File: config.mk
export PLATFORM = sky130hd
export DESIGN_NAME = periph_bridge
export DESIGN_NICKNAME = d
export VERILOG_FILES = /design/src/rtl/periph_bridge.sv
export SDC_FILE = /design/constraint.sdc
export NUM_CORES = 1
export LEC_CHECK = 0
export ABC_CLOCK_PERIOD_IN_PS = 2200
export BUFFER_PORTS_ARGS = -buffer_cell sky130_fd_sc_hd__buf_2
export CAP_MARGIN = 20
export CORE_AREA = 2 2 149 151
export CTS_BUF_LIST = sky130_fd_sc_hd__clkbuf_16
export CTS_CLUSTER_DIAMETER = 150
export DETAILED_ROUTE_END_ITERATION = 6
export DIE_AREA = 0 0 151 153
export GPL_TIMING_DRIVEN = 0
export HOLD_SLACK_MARGIN = 0.12
export SYNTH_ARGS = -nofsm -noshare
export SYNTH_HDL_FRONTEND = slang
export SYNTH_SLANG_ARGS = --single-unit
export TNS_END_PERCENT = 50
File: constraint.sdc
create_clock -name clk -period 2.2 [get_ports clk]
set_input_delay 0.22 -clock clk [delete_from_list [all_inputs] [get_ports clk]]
set_output_delay 0.22 -clock clk [all_outputs]
set_load 0.01 [all_outputs]
File: src/rtl/periph_bridge.sv
// periph_bridge: CPU-side decoder routing loads/stores to data memory,
// word-only peripheral slots and an interrupt pending/ack register.
module periph_bridge #(
    parameter int                   N_SLOT     = 2,
    parameter int                   N_EXT      = 1,
    parameter logic [32*N_SLOT-1:0] SLOT_BASE  = {32'h0000_7F10, 32'h0000_7F00},
    parameter logic [32*N_SLOT-1:0] SLOT_LIMIT = {32'h0000_7F1B, 32'h0000_7F0B},
    parameter logic [31:0]          ACK_ADDR   = 32'h0000_7F20
) (
    input  logic                   clk,
    input  logic                   reset,
    input  logic [31:0]            cpu_addr,
    input  logic [31:0]            cpu_wdata,
    input  logic [3:0]             cpu_byteen,
    input  logic                   cpu_rd,
    output logic [31:0]            cpu_rdata,
    output logic                   cpu_fault,
    output logic [31:0]            dm_addr,
    output logic [31:0]            dm_wdata,
    output logic [3:0]             dm_byteen,
    input  logic [31:0]            dm_rdata,
    output logic [31:0]            slot_addr,
    output logic [31:0]            slot_wdata,
    output logic [N_SLOT-1:0]      slot_we,
    input  logic [32*N_SLOT-1:0]   slot_rdata,
    input  logic [N_SLOT-1:0]      slot_irq,
    input  logic [N_EXT-1:0]       ext_irq,
    output logic [5:0]             hw_int,
    output logic [31:0]            fault_addr,
    output logic [7:0]             fault_cnt
);

    typedef enum logic [1:0] {
        RS_DM,
        RS_SLOT,
        RS_ACK,
        RS_INV
    } rsel_e;

    rsel_e            r_rsel;
    logic [2:0]       r_ridx;
    logic [N_EXT-1:0] r_pend;
    logic [N_EXT-1:0] r_ext_prev;
    logic [31:0]      r_fault_addr;
    logic [7:0]       r_fault_cnt;

    logic             w_slot_hit;
    logic [2:0]       w_slot_idx;
    logic             w_ack_hit;
    logic             w_dm_sel;
    logic             w_be_ok;
    logic             w_full;
    logic             w_fault;
    logic             w_ack_wr;
    logic [N_EXT-1:0] w_edge;
    logic [N_EXT-1:0] w_clr;
    logic [N_EXT-1:0] w_pend_nxt;
    rsel_e            w_rsel_nxt;

    // Scan high-to-low so the lowest hitting slot is the last writer.
    always_comb begin
        w_slot_hit = 1'b0;
        w_slot_idx = 3'd0;
        for (int i = N_SLOT - 1; i >= 0; i--) begin
            if (cpu_addr >= SLOT_BASE[32*i +: 32] &&
                cpu_addr <= SLOT_LIMIT[32*i +: 32]) begin
                w_slot_hit = 1'b1;
                w_slot_idx = 3'(i);
            end
        end
    end

    assign w_ack_hit = (cpu_addr == ACK_ADDR);
    assign w_dm_sel  = !w_slot_hit && !w_ack_hit;
    assign w_full    = (cpu_byteen == 4'hF);
    assign w_be_ok   = (cpu_byteen == 4'h0) || w_full;
    assign w_fault   = (w_slot_hit || w_ack_hit) &&
                       ((cpu_addr[1:0] != 2'b00) || !w_be_ok);

    assign cpu_fault  = w_fault;
    assign dm_addr    = cpu_addr;
    assign dm_wdata   = cpu_wdata;
    assign slot_addr  = cpu_addr;
    assign slot_wdata = cpu_wdata;
    assign dm_byteen  = w_dm_sel ? cpu_byteen : 4'h0;

    always_comb begin
        slot_we = '0;
        for (int i = 0; i < N_SLOT; i++) begin
            slot_we[i] = w_slot_hit && w_full && !w_fault &&
                         (w_slot_idx == 3'(i));
        end
    end

    // A new edge on a bit wins over a same-cycle ack of that bit.
    assign w_ack_wr   = w_ack_hit && w_full && !w_fault;
    assign w_edge     = ext_irq & ~r_ext_prev;
    assign w_clr      = w_ack_wr ? cpu_wdata[N_EXT-1:0] : '0;
    assign w_pend_nxt = (r_pend & ~w_clr) | w_edge;

    always_comb begin
        w_rsel_nxt = RS_DM;
        if (w_fault) begin
            w_rsel_nxt = RS_INV;
        end else if (w_slot_hit) begin
            w_rsel_nxt = RS_SLOT;
        end else if (w_ack_hit) begin
            w_rsel_nxt = RS_ACK;
        end
    end

    always_ff @(posedge clk) begin
        if (reset) begin
            r_rsel       <= RS_DM;
            r_ridx       <= 3'd0;
            r_pend       <= '0;
            r_ext_prev   <= '0;
            r_fault_addr <= 32'h0;
            r_fault_cnt  <= 8'h0;
        end else begin
            r_ext_prev <= ext_irq;
            r_pend     <= w_pend_nxt;
            if (cpu_rd) begin
                r_rsel <= w_rsel_nxt;
                r_ridx <= w_slot_idx;
            end
            if (w_fault) begin
                r_fault_addr <= cpu_addr;
                if (r_fault_cnt != 8'hFF) begin
                    r_fault_cnt <= r_fault_cnt + 8'd1;
                end
            end
        end
    end

    always_comb begin
        cpu_rdata = 32'h0;
        case (r_rsel)
            RS_DM: cpu_rdata = dm_rdata;
            RS_SLOT: begin
                for (int i = 0; i < N_SLOT; i++) begin
                    if (r_ridx == 3'(i)) begin
                        cpu_rdata = slot_rdata[32*i +: 32];
                    end
                end
            end
            RS_ACK: cpu_rdata[N_EXT-1:0] = r_pend;
            default: cpu_rdata = 32'h0;
        endcase
    end

    always_comb begin
        hw_int = 6'h0;
        hw_int[N_SLOT-1:0]     = slot_irq;
        hw_int[N_SLOT +: N_EXT] = r_pend;
    end

    assign fault_addr = r_fault_addr;
    assign fault_cnt  = r_fault_cnt;

endmodule

-- Yosys cells after proc, flatten, opt, wreduce, memory -nomap -nowiden
Cells that the tools add are included.
- bits in registers: 47
- latch bits: 0
- RAM bits: 0
- bits in read-only memories: 0
- output and inout port bits: 213
- word-level logic and storage cells: 59
- memories kept: 0
- add/sub/neg operators: 1
- $mul: 0
- div/mod/pow operators: 0
- order comparisons: 4
- equal/unequal tests: 7
- shifts and indexed selects: 0
- multiplexer cells: 13
- bitwise logic cells: 5
- reductions and logical operators: 23
- operator list (kind ; count):
    32-bit by 15-bit >= comparator with 1-bit output (second input constant) ; 2
    32-bit by 15-bit <= comparator with 1-bit output (second input constant) ; 2
    32-bit two-way mux ; 2
    31-bit case mux with 2 select lines ; 1
    32-bit by 15-bit equality test with 1-bit output (second input constant) ; 1
    1-bit logical AND ; 10
    8-bit by 1-bit adder with 8-bit output (second input constant) ; 1
    8-bit inequality test (second input constant) ; 1
    3-bit by 1-bit equality test with 1-bit output (second input constant) ; 2
    3-bit logical NOT ; 2
    2-bit two-way mux ; 3
    4-bit equality test (second input constant) ; 1
    1-bit logical NOT ; 4
    4-bit logical NOT ; 1
    1-bit two-way mux ; 4
    4-bit two-way mux ; 1
    1-bit logical OR ; 3
    3-bit two-way mux ; 1
    1-bit case mux with 3 select lines ; 1
    1-bit AND ; 2
    2-bit by 1-bit equality test with 1-bit output (second input constant) ; 1
    2-bit equality test (second input constant) ; 1
    2-bit logical NOT ; 1
    1-bit NOT ; 2
    other kinds (3) ; 3

-- Depth between registers and ports, before layout
Gate-level depths: netlist (run 1).
- word-level depth: 12
- depth in mapped cells: 7

-- Worst setup path before layout (run 1)
OpenSTA, ideal clock, no wires.
- path kind: input -> register
- start point: input cpu_addr[15]
- end point: register r_fault_cnt[5] (netlist: fault_cnt[5])
- data arrival time: 1.968 ns
- data required time: 2.130 ns
- path slack: 0.162 ns
- cell stages on the path: 6
- buffers on the path: 1
- cell sequence: or4b_4 nor4_4 o311ai_1 buf_2 or4_1 a21oi_1
- word-level cells in the longest chain between the ends: 7
- elaborated cells between the ends (all ways): 12
- classes of those cells: 4 x order compare; 1 x eq/ne; 2 x mux; 5 x reduce/logical
- RTL lines (element ; RTL line ; RTL):
    start, declared ; 12 ; input logic [31:0] cpu_addr,
    32-bit by 15-bit >= comparator with 1-bit output or 32-bit by 15-bit <= comparator with 1-bit output (tied branches) ; 65, 66 ;
    1-bit logical AND ; 65 ; if (cpu_addr >= SLOT_BASE[32*i +: 32] &&
    1-bit two-way mux (2 in a row) ; 65 ;
    1-bit logical OR * ; 77 ; assign w_fault = (w_slot_hit || w_ack_hit) &&
    1-bit logical AND * ; 77 ;
    2-bit AND reduction (no line) * ; n/a ;
    end signal, assigned ; 130 ; r_fault_cnt <= r_fault_cnt + 8'd1;
    end, declared ; 45 ; logic [7:0] r_fault_cnt;
Mark *: on every way between the ends. The rest lies on a longest branch, timed or not.
A chain may end at the register's enable or synchronous reset.

-- Worst setup path after layout (run 1)
- start point: input cpu_addr[15]
- end point: output slot_we[0]
- word-level cells in the longest chain between the ends: 9
- elaborated cells between the ends (all ways): 18
- classes of those cells: 4 x order compare; 1 x eq/ne; 4 x mux; 9 x reduce/logical
- RTL lines (element ; RTL line ; RTL):
    32-bit by 15-bit >= comparator with 1-bit output or 32-bit by 15-bit <= comparator with 1-bit output (tied branches) ; 65, 66 ;
    1-bit logical AND ; 65 ;
    1-bit two-way mux (2 in a row) ; 65 ;
    1-bit logical OR ; 77 ;
    1-bit logical AND ; 77 ;
    1-bit logical NOT ; 90 ; slot_we[i] = w_slot_hit && w_full && !w_fault &&
    1-bit logical AND ; 90 ;
    1-bit logical AND * ; 90 ;
    end, declared ; 24 ; output logic [N_SLOT-1:0] slot_we,
Marks and branches as above.

==> results of run 1 <==
## cell families after synthesis
group	after synthesis	share of synthesized area [%]
AOI/OAI and AO/OA	82	15.3
other	1	0.105
muxes	33	9.33
buffers and inverters	165	31.7
DFF	45	25.3
adders and majority gates	1	0.352
and+or+nand+nor	117	17.8
## state kept, by name (all words and copies together), names as in the netlist
signal	flops
fault_addr	32
fault_cnt	8
r_rsel	2
r_ext_prev	1
r_pend	1
r_ridx	1
## layout by cell type (no fill, tap or decap), types with 3 or more instances in the layout
cell type  netlist  layout
nand2b_1         4       4
or4_1            5       4
conb_1           1       3
mux2i_1         32      32
clkbuf_16        0       5
o21a_1           3       3
dfxtp_1         45      44
inv_1            5       5
nor4_1           3       3
o21ai_0          9       9
nand2_1          6       5
a211oi_1        31      31
clkbuf_1        20      14
buf_2            3     346
nor2b_1          3       3
nor2_1          46      45
nand3_1          9       8
buf_4          134     145
nand4_1          4       4
and2_1          23      23
a21oi_1         23      22
o31ai_1          4       4
## worst max-delay path by stage
stage / from / end / slack (ns) / cells past startpoint
2_1_floorplan: cpu_addr[15] / fault_cnt[5] / 0.16 / 6
3_3_place_gp: cpu_addr[15] / dm_byteen[0] / -0.43 / 8
3_5_place_dp: cpu_addr[15] / dm_byteen[2] / -0.45 / 8
4_1_cts: cpu_addr[15] / slot_we[0] / -0.01 / 9
5_1_grt: cpu_addr[15] / slot_we[0] / -0.06 / 9
6_report: cpu_addr[15] / slot_we[0] / 0.02 / 9
## metal layers
| layer | vias to the layer above | wire length, µm | part of all wire (%) | global-route usage [%] |
|---|---|---|---|---|
| met4 | 2 | 169 | 1.1 | 2.14 |
| met3 | 16 | 1280 | 8.2 | 2.84 |
| li1 | 2111 | - | - | - |
| met5 | - | 13 | 0.083 | 0 |
| met2 | 189 | 7730 | 49 | 23.1 |
| met1 | 1867 | 6450 | 41 | 14.9 |
## cell type report
type                       instances  area [µm²]  share of cell area (%)
buffer                           158        1140                    19.1
clock buffer                       5         125                    2.10
clock inverter                     2        35.0                   0.589
inverter                           5        18.8                   0.316
multi-input combinational        236        1580                    26.6
sequential                        45         902                    15.2
tap                              280         350                    5.89
timing repair buffer             353        1800                    30.2
## power by group through the flow
stage               logic [mW]  clock network (mW)  registers, mW
finish                   0.746               0.831          0.823
global placement         0.742                   0          0.841
detailed placement       0.749                   0          0.841
floorplan                0.394                   0          0.838
CTS                      0.755               0.866          0.823
global route             0.814               0.901          0.822
## repair_timing
item                                    CTS  global route
pin swaps                                 2             1
gates resized for setup                  23            11
endpoints found under the setup margin   54            12
hold buffers                              0             0
buffers inserted                          4             4
## critical path, delay by kind of cell
family | cells | cell delay (ns)
buffers and inverters | 4 | 0.63
AND/OR/NAND/NOR | 4 | 0.97
AO/OA/AOI/OAI | 1 | 0.14
## metrics by stage
step | area [µm²] | TNS (ns) | worst slack (ns) | util, %
final | 5950 | 0 | 0.0210 | 27.7
after global routing | 5950 | -0.0641 | -0.0621 | 27.7
after CTS | 5900 | -0.0112 | -0.0112 | 27.4
after detailed placement | 5640 | -18.62 | -0.445 | 26.2
after global placement | 5640 | -15.61 | -0.430 | 26.2
after floorplan | 3560 | 0 | 0.162 | -
==> impl_results.md, run 1 <==
- Inserted Diodes: 0
- Path depth of the worst reg2reg path: 6
- Sink Count: 45
- CP max stage delay: 0.53 ns
- Top cells by count, synth: buf_4, nor2_1, dfxtp_1
- Top post-synthesis cells by area: buf_4, dfxtp_1, mux2i_1
- Max Buffers Root-to-Sink: 2
- FF+latch count, synth: 45
- Post-synth ARST share: 0%
- Most Frequent Cell on Critical Path: buf_4
- CTS tree: built
- Count leader, synth: buf_4
- Reg2Reg Setup Slack: 0.36 ns
- Worst vdd ir: 0.000566 V
- Initial antenna violation count: 3
- WL final: 15.6 mm
- DR vias: 4185
- Mapped cell area: 0.00355 mm²
- Final setup viols: 0
- Final Max Slew Viols: 0
- Flop pwr share: 34.3%
- Via density: 3.86
- Slew @ Worst Pin: 0.622 ns
- Clock Latency Late Sink: roughly 0.28 ns
- Area leader, netlist: buf_4
- Die Width: 151 µm
- Reg2reg start: fault_cnt[0]
- Max Cap Violations: 0
- Htree depth: 2
- Yosys Warn Count: 0
- Io pins: ~380
- Starting DRT DRC Count: 127
- Number of enable flip-flop cells after synthesis: 0
- Worst hold-check path type: in2reg
- Worst rel slew slack: around 59%
- Total power: approximately 2.4 mW
- CTS Root Cell: clkbuf_16
- GP Congestion: about 0.8
- # port buffers: between 300 and 400
- Cell internal pwr: 1.75 mW
- Final Net Count: 975
- RR Endpoint: fault_cnt[7]
- Clock power frac: 34.6%
- Layout cell share with drive strength beyond 1: about 64%
- Worst-path fanout max: 6
- # rows: 54
- Seq/Total Area, Yosys: 25.3%
- Power share of the combinational group: around 31%
- Startpoint class of the critical path: input pin
- Grt ovf: 0
- Worst Hold End: r_rsel[0]
- WP data required: just under 2 ns
- Worst Setup End Kind: primary output
- Max Fclk: 0.459 GHz
- DIE AREA: 0.0231 mm²
- WHS Path Cells: 2
- Endpoints failing hold: 0
- Die height: 153 µm
- Net Sw Frac: 27.0%
- Core ar.: 0.0215 mm²
- First-pass GRT wire length: 22.5 mm
- CP max-delay cell: or4b_4
- Data arrival time of the worst path: 1.96 ns
- WL per Instance: 14.4 µm
- Initial cell density of the core: 16.5%
- Clock skew: 0.000461 ns
- Status: finished, final reports clean
- NetSw: 0.649 mW
- Number of CTS-inserted buffers: 5
- Largest net degree at the start of global routing: 14
- Fillers: 2372
- Tot GR Track Use: 12.5%
- Post-route DRC violation count: 0
- Min Clock Period, post-route: ~2.2 ns
- Clock Pin Slew Worst Setup and Hold Paths: 0.06 ns
- WS Path Type: in2out
- Dpl cells: 1071
- Post-DRT Antenna Nets: 0
- Cells after synthesis: approximately 440
- Hold_ws: 0.216 ns
- Leakage: 3.08 nW
- Yosys cell types: 45
- Final HPWL DP: approximately 13 mm
- Synth top area share: 28.3%
- Vias in the first global route: 3957
- Pwr Density: 404 mW/mm²
- Final worst-path cycle share: 99.0%
- Avg Cell Area, Syn: 8.01 µm²
- Final Instance Count excl. Fillers: 1084
- RSZ-0062 raised after global routing: true
- Area Growth Syn to Fin: 67.3%
- Initial DRT Pass Iterations: 4
- Crit-path cells: buf_4, or4b_4, nor4_4, buf_4, and2_4, clkbuf_8, nand3_4, a21oi_2, buf_2
- Synth Flop Type: dfxtp_1
- Hold Crit Start: cpu_rd
No activity file was read; power rests on OpenSTA's default activity.
==> inputs of run 2 (changes only) <==
Settings changed: SETUP_SLACK_MARGIN from default to 0.15.
==> impl_results.md, run 2 (synthesis results as in run 1) <==
- Slew @ Worst Pin: 0.538 ns
- Leakage: 3.19 nW
- Via density: a little under 4
- Final Net Count: 983
- Cell internal pwr: 1.77 mW
- Max Cap Violations: 0
- Total power: 2.42 mW
- Clock power frac: between 30 and 40%
- CTS Root Cell: clkbuf_16
- Placed cell area: 0.00564 mm²
- Final HPWL DP: 13.3 mm
- Htree depth: 2
- Min Clock Period, post-route: 2.11 ns
- Worst hold-check path type: in2reg
- Final Instance Count excl. Fillers: around 1100
- Grt ovf: 0
- CP max stage delay: 0.55 ns
- GP Congestion: 0.788
- Core Util, Final: 28.6%
- Initial antenna violation count: 3
- WL per Instance: 14.5 µm
- Starting DRT DRC Count: 126
- Initial cell density of the core: 16.5%
- Startpoint class of the critical path: input pin
- Hold_ws: approximately 0.21 ns
- Layout cell share with drive strength beyond 1: 65.8%
- Commonest non-fill, non-tap cell in the layout: buf_2
- Largest net degree at the start of global routing: 14
- Worst vdd ir: 0.000566 V
- DR vias: about 4200
- Die height: 153 µm
- Die Width: ~150 µm
- First-pass GRT wire length: roughly 23 mm
- Final worst-path cycle share: 95.8%
- WP data required: 1.98 ns
- Fillers: 2359
- Flop pwr share: 34.0%
- Worst-path fanout max: 5
- Post-route DRC violation count: 0
- # port buffers: 345
- Reg2Reg Setup Slack: 0.37 ns
- Initial DRT Pass Iterations: 4
- Worst Setup End Kind: primary output
- Status: finished, final reports clean
- Power share of the combinational group: 31.7%
- Final Max Slew Viols: 0
- Final instance area: 0.00615 mm²
- Endpoints failing hold: 0
- WL final: 15.8 mm
- Final setup viols: 0
- Io pins: 383
- CTS tree: built
- Vias in the first global route: 3983
- Leading cell types in the layout, fill and taps excluded: buf_2, buf_4, nor2_1, dfxtp_1, mux2i_1
- RSZ-0062 raised after global routing: true
- Pwr Density: 394 mW/mm²
- Dpl cells: 1071
- Inserted Diodes: 0
- Max Buffers Root-to-Sink: 2
- Hold Buf Count CTS: 0
- Net Sw Frac: 26.9%
- Number of CTS-inserted buffers: 5
- Post-DRT Antenna Nets: 0
- Clock Pin Slew Worst Setup and Hold Paths: 0.06 ns
- Tot GR Track Use: 12.6%
- Worst rel slew slack: a little under two thirds
- NetSw: 0.651 mW
- Area Growth Syn to Fin: 73.0%
- # rows: 54
- Clock skew: 0.000441 ns
- CP max-delay cell: or4_4
- Sink Count: 45
- Data arrival time of the worst path: 1.89 ns
- Core ar.: 0.0215 mm²
- WS Path Type: in2out
- Clock Latency Late Sink: 0.28 ns
- Max reg flops: 32
- Max Fclk: 0.474 GHz
- DIE AREA: 0.0231 mm²
- Crit-path cells: buf_8, or4_4, nor4_4, buf_4, o311ai_4, buf_6, buf_8, and2_4, buf_6
run 2: changes by cell type in the layout (fill, tap and decap cells not counted), sizes merged:
cell / delta
buf: +10
clkbuf: -2
run 2: what timing repair did:
| item | 4_1_cts | 5_1_grt |
|---|---|---|
| buffers inserted | 7 | 7 |
| pin swaps | 7 | 6 |
| endpoints found under the hold margin | 0 | 0 |
| setup endpoints to repair | 69 | 56 |
| resized for setup | 41 | 40 |
run 2: metal layers:
layer	track usage (%)	part of all wire [%]
met1	15.1	41
met2	22.7	49
met3	2.96	8.5
met4	2.67	1.6
met5	0	0.082
run 2: worst paths after layout:
kind,from,depth (start not counted),to
min,cpu_rd,2,r_rsel[0]
min reg2reg,fault_addr[16],1,fault_addr[16]
max reg2reg,fault_cnt[0],6,fault_cnt[7]
max,cpu_addr[18],9,dm_byteen[0]
run 2: through the flow:
stage,TNS (ns),worst slack (ns)
6_report,0,0.0914
3_3_place_gp,-15.61,-0.430
4_1_cts,0,0.0531
5_1_grt,0,0.0127
2_1_floorplan,0,0.162
3_5_place_dp,-18.62,-0.445
run 2: worst max-delay path: cells and delay by family:
kind | cells | cell delay [ns]
AOI/OAI and AO/OA | 1 | 0.11
and+or+nand+nor | 3 | 0.89
buffers and inverters | 5 | 0.66
run 2: cell type report:
type / instances / area, µm² / area share [%]
timing repair buffer: 359 / 1910 / 31.1
multi-input combinational: 236 / 1620 / 26.3
buffer: 160 / 1180 / 19.3
sequential: 45 / 902 / 14.7
tap: 280 / 350 / 5.70
clock buffer: 5 / 125 / 2.04
clock inverter: 2 / 35.0 / 0.570
inverter: 5 / 18.8 / 0.305
run 2: power by group through the flow:
| stage | Combinational (mW) | Clock (mW) | Sequential (mW) |
|---|---|---|---|
| after floorplan | 0.394 | 0 | 0.838 |
| after global placement | 0.742 | 0 | 0.841 |
| after detailed placement | 0.749 | 0 | 0.841 |
| after CTS | 0.770 | 0.866 | 0.823 |
| after global routing | 0.837 | 0.901 | 0.823 |
| final | 0.767 | 0.830 | 0.823 |
